--- config.mk ---
export PLATFORM = sky130hd
export DESIGN_NAME = fetch_unit
export DESIGN_NICKNAME = d
export VERILOG_FILES = /design/src/rtl/sisc_pkg.sv /design/src/rtl/fetch_npc.sv /design/src/rtl/fetch_unit.sv
export SDC_FILE = /design/constraint.sdc
export NUM_CORES = 1
export LEC_CHECK = 0
export ABC_AREA = 1
export BUFFER_PORTS_ARGS = -buffer_cell sky130_fd_sc_hd__buf_2
export CAP_MARGIN = 20
export CORE_ASPECT_RATIO = 0.75
export CORE_UTILIZATION = 57
export DETAILED_ROUTE_END_ITERATION = 10
export PLACE_DENSITY = 0.84
export RECOVER_POWER = 50
export SYNTH_ARGS = -nofsm -noshare
export SYNTH_HDL_FRONTEND = slang
export SYNTH_SLANG_ARGS = --single-unit
--- constraint.sdc ---
create_clock -name clk -period 4.9 [get_ports clk]
set_input_delay 0 -clock clk [delete_from_list [all_inputs] [get_ports clk]]
set_output_delay 0 -clock clk [all_outputs]
set_load 0.1 [all_outputs]
--- src/rtl/sisc_pkg.sv ---
// Shared types and constants for the SISC front end.
// Fetch FSM encoding and instruction defaults.
package sisc_pkg;

  localparam int DEF_ADDR_W = 16;
  localparam int DEF_INST_W = 32;

  localparam logic [31:0] NOP_INST = 32'h0;

  typedef enum logic [1:0] {
    ST_START = 2'd0,
    ST_FETCH = 2'd1,
    ST_HOLD  = 2'd2
  } fetch_state_t;

endpackage

--- src/rtl/fetch_npc.sv ---
// Next-PC selection for the fetch stage.
// Sequential, absolute or PC-relative; wraps modulo 2^ADDR_W.
module fetch_npc
  import sisc_pkg::*;
#(
  parameter int ADDR_W = DEF_ADDR_W
) (
  input  logic [ADDR_W-1:0] pc,
  input  logic              br_sel,
  input  logic              br_rel,
  input  logic [ADDR_W-1:0] br_target,
  output logic [ADDR_W-1:0] npc
);

  logic [ADDR_W-1:0] seq_pc;

  assign seq_pc = pc + ADDR_W'(1);

  // Pick the next PC; the offset is already ADDR_W wide so wrap is sext
  always_comb begin
    npc = seq_pc;
    unique case (1'b1)
      !br_sel:           npc = seq_pc;
      br_sel && br_rel:  npc = seq_pc + br_target;
      br_sel && !br_rel: npc = br_target;
    endcase
  end

endmodule

--- src/rtl/fetch_unit.sv ---
// Instruction fetch stage: owns the PC, talks to imem.
// START -> FETCH -> HOLD, back to FETCH on next_req.
module fetch_unit
  import sisc_pkg::*;
#(
  parameter int                ADDR_W   = DEF_ADDR_W,
  parameter logic [ADDR_W-1:0] RESET_PC = '0,
  parameter int                INST_W   = DEF_INST_W
) (
  input  logic              clk,
  input  logic              rst_f,
  input  logic              next_req,
  input  logic              br_sel,
  input  logic              br_rel,
  input  logic [ADDR_W-1:0] br_target,
  output logic              im_req,
  output logic [ADDR_W-1:0] im_addr,
  input  logic              im_ack,
  input  logic [INST_W-1:0] im_data,
  output logic [INST_W-1:0] ir,
  output logic              ir_valid,
  output logic [ADDR_W-1:0] pc
);

  fetch_state_t      state_q;
  fetch_state_t      state_d;
  logic [ADDR_W-1:0] pc_d;
  logic [ADDR_W-1:0] addr_d;
  logic [ADDR_W-1:0] npc;
  logic              req_d;
  logic              valid_d;
  logic [INST_W-1:0] ir_d;

  fetch_npc #(
    .ADDR_W(ADDR_W)
  ) u_npc (
    .pc       (pc),
    .br_sel   (br_sel),
    .br_rel   (br_rel),
    .br_target(br_target),
    .npc      (npc)
  );

  // Next-state and next-output logic; everything holds by default
  always_comb begin
    state_d = state_q;
    pc_d    = pc;
    addr_d  = im_addr;
    req_d   = im_req;
    valid_d = ir_valid;
    ir_d    = ir;
    case (state_q)
      ST_START: begin
        state_d = ST_FETCH;
        req_d   = 1'b1;
        addr_d  = pc;
      end
      ST_FETCH: begin
        if (im_req && im_ack) begin
          ir_d    = im_data;
          valid_d = 1'b1;
          req_d   = 1'b0;
          state_d = ST_HOLD;
        end
      end
      ST_HOLD: begin
        if (next_req) begin
          pc_d    = npc;
          addr_d  = npc;
          req_d   = 1'b1;
          valid_d = 1'b0;
          state_d = ST_FETCH;
        end
      end
      default: begin
        state_d = ST_START;
        req_d   = 1'b0;
        valid_d = 1'b0;
      end
    endcase
  end

  // State and output registers; reset aborts any fetch in flight
  always_ff @(posedge clk or negedge rst_f) begin
    if (!rst_f) begin
      state_q  <= ST_START;
      pc       <= RESET_PC;
      im_addr  <= RESET_PC;
      im_req   <= 1'b0;
      ir       <= INST_W'(NOP_INST);
      ir_valid <= 1'b0;
    end else begin
      state_q  <= state_d;
      pc       <= pc_d;
      im_addr  <= addr_d;
      im_req   <= req_d;
      ir       <= ir_d;
      ir_valid <= valid_d;
    end
  end

endmodule

==> results.py <==
metrics = {
    "die": {
        "ios": 120,
        "die_area_um2": 7870,
        "die_h_um": 77.1,
        "core_um2": 7030,
        "rows": 26,
        "fp.dieW_um": 102,
        "start_util_pct": 61.0,
    },
    "worst_setup_path": {
        "crit_chain": "ha_1, nand2_2, inv_2, nand2_2, nor2_4, nand2_1, xor2_1, ha_1, nand2_1, nor3_1, nand4_1, nand3_1, nand2_1, nand3_1, nand2_1, o21ai_1, nand2_1",
        "reg2reg_from": "pc[1]",
        "start_kind": "flop",
        "crit_fanout": 6,
        "crit_path_end_kind": "flop",
        "path_common_cell": "nand2_1",
        "cp_slowest_cell": "dfrtp_1",
        "crit_required_ns": 5.12,
        "worstSetupPathType": "flop to flop",
        "max_stage_delay_ns": 0.44,
        "arrival_ns": 3.11,
        "startpoint": "pc[1]",
    },
    "layout": {
        "layout_commonest_cell": "nand2_1",
        "antenna_cells": 0,
        "layout_common_cells": "nand2_1, buf_2, dfrtp_1",
        "nNetsFinal": 841,
        "syn2layout_area_growth_pct": 28.9,
        "drive_gt1_share_pct": 17.6,
    },
    "run": {
        "drv_cap": 0,
    },
    "logic_synthesis": {
        "synth-seq-cells": 67,
        "synthCells": 615,
        "synth_cell_type_count": 35,
        "synth_fp_nets": 689,
        "avgSynthCellArea_um2": 6.97,
        "yosysWarnings": 0,
        "ys_seq_area_share_pct": 39.1,
        "netlist_area_um2": 4290,
    },
    "cts": {
        "cts_max_path_buffers": 2,
        "clk_pin_slew_ns": 0.08,
        "cts-root-buf": "clkbuf_8",
        "cts_made_buffers": 9,
        "postCtsResizedCells": 0,
        "tritoncts": "done",
        "clkSinkCount": 67,
        "clock_latency_ns": 0.35,
        "htree_num_levels": 3,
    },
    "timing": {
        "fin_skew_ns": 0.0158,
        "post-route-period-util_pct": 59.0,
        "maxSlewViolCount": 0,
        "tns_ns": 0,
        "grt_setup_unrepaired": "false",
        "worst_slew_pin_slew_ns": 1.21,
        "period_needed_ns": 2.89,
        "fin_ws_ns": 2.01,
        "clock.fmax_mhz": 346,
        "setup_viol": 0,
        "hold_viol": 0,
        "maxSlewHeadroom_pct": 19.8,
    },
    "drt": {
        "drtIter0Drc": 455,
        "drc_errors": 0,
        "ant_nets": 0,
        "dr.pass1.iters": 6,
        "wl_per_cell_um": 15.8,
        "vias": 4845,
        "viasPerCell": 5.57,
        "drt_wl_total_um": 13700,
    },
    "place": {
        "pre_cts_slack_ns": 2.08,
        "hpwl_um": 9250,
        "gp_congestion": 1.00,
        "port_buffers": 119,
    },
    "global_route": {
        "grt_pass1_vias": 4695,
        "antenna_found_initial": 0,
        "overflow": 0,
        "grt_max_degree": 68,
        "grt_first_pass_wirelength_um": 22000,
        "track_usage_pct": 36.5,
    },
    "status": {
        "status": "complete, no violations",
    },
    "hold_path": {
        "min_path_type": "input port to flop",
        "hp-start": "br_target[6]",
    },
}
[repair_timing]
action                                  4_1_cts  5_1_grt
endpoints found under the setup margin        0        0
setup buffers                                 0        0
hold endpoints to repair                    101        0
hold buffers                                 35        0
[layer usage]
layer,global-route usage (%),share of wire [%]
met4,14.3,3.2
met3,6.84,8.9
met1,46.9,41
met2,60.4,47
met5,0,0
[metrics by stage]
stage	util, %	std cells	hold slack (ns)	area, um^2
floorplan	-	615	-0.296	4290
global placement	70.2	818	0.193	4940
detailed placement	70.2	818	0.196	4940
CTS	79.0	869	0.0600	5550
global route	78.6	870	0.0932	5530
finish	78.6	870	0.0851	5530
[cells in the mapped netlist]
| library cell | instances | area (um^2) |
|---|---|---|
| nor2_2 | 5 | 31.3 |
| a21oi_1 | 32 | 160 |
| nand2_1 | 253 | 950 |
| nor3_1 | 6 | 30.0 |
| and2_1 | 1 | 6.26 |
| a31oi_1 | 1 | 6.26 |
| clkinv_1 | 1 | 3.75 |
| o22ai_1 | 1 | 6.26 |
| nand4_1 | 5 | 31.3 |
| o21bai_1 | 1 | 7.51 |
| nand3b_1 | 2 | 15.0 |
| xnor2_1 | 1 | 8.76 |
| buf_4 | 4 | 30.0 |
| nand2_2 | 7 | 43.8 |
| clkbuf_1 | 5 | 18.8 |
| inv_4 | 1 | 6.26 |
| a21o_1 | 2 | 15.0 |
| nor2_1 | 23 | 86.3 |
| ha_1 | 19 | 238 |
| dfrtp_1 | 67 | 1680 |
| mux2_2 | 2 | 22.5 |
| xor2_1 | 5 | 43.8 |
| o21ai_1 | 18 | 90.1 |
| buf_2 | 7 | 35.0 |
| o211ai_1 | 3 | 22.5 |
| nand2_4 | 1 | 11.3 |
| inv_1 | 61 | 229 |
| o21ai_0 | 28 | 140 |
| o221ai_1 | 1 | 8.76 |
| and2_4 | 2 | 17.5 |
| nand3_1 | 35 | 175 |
| inv_2 | 7 | 26.3 |
| nor2_4 | 5 | 56.3 |
| fa_1 | 1 | 20.0 |
| o21ai_2 | 2 | 17.5 |
[worst max-delay path: cells and delay by family (launching register included)]
| kind | cells | cell delay (ns) |
|---|---|---|
| and+or+nand+nor | 12 | 1.32 |
| buffers and inverters | 1 | 0.10 |
| xor gates and xnor gates | 1 | 0.20 |
| AOI/OAI and AO/OA | 1 | 0.15 |
| DFF | 1 | 0.44 |
| adders and majority gates | 2 | 0.55 |
[sequential cells by signal, indices dropped and copies added, names as in the netlist]
name      count
ir           32
im_addr      16
pc           16
state_q       2
ir_valid      1
[worst paths after layout]
kind | slack (ns) | end | cells past startpoint
setup / recovery | 2.01 | im_addr[12] | 17
hold / removal | 0.09 | im_addr[6] | 5
setup reg to reg | 2.01 | im_addr[12] | 17
hold reg to reg | 0.48 | ir[29] | 2
max in group asynchronous | 3.96 | pc[5] | 3
min in group asynchronous | 0.40 | pc[15] | 3
[kinds of logic (layout without fill, tap and decap cells)]
kind of cell / after synthesis / after routing / synth area share [%]
and+or+nand+nor: 345 / 345 / 33.9
muxes: 2 / 2 / 0.525
adders and majority gates: 20 / 20 / 6.01
DFF: 67 / 67 / 39.1
AOI/OAI and AO/OA: 89 / 89 / 11.1
xor gates and xnor gates: 6 / 6 / 1.23
buffers and inverters: 86 / 243 / 8.14
[cell type report]
class	instances	area, um^2
clock buffer	10	128
clock inverter	6	138
fill	510	1500
inverter	70	265
multi-input combinational	462	2260
sequential	67	1680
tap	98	123
timing repair buffer	157	935
Power is not shown: default switching activity piles up to over one toggle a cycle in this logic, so the estimate is an artifact.
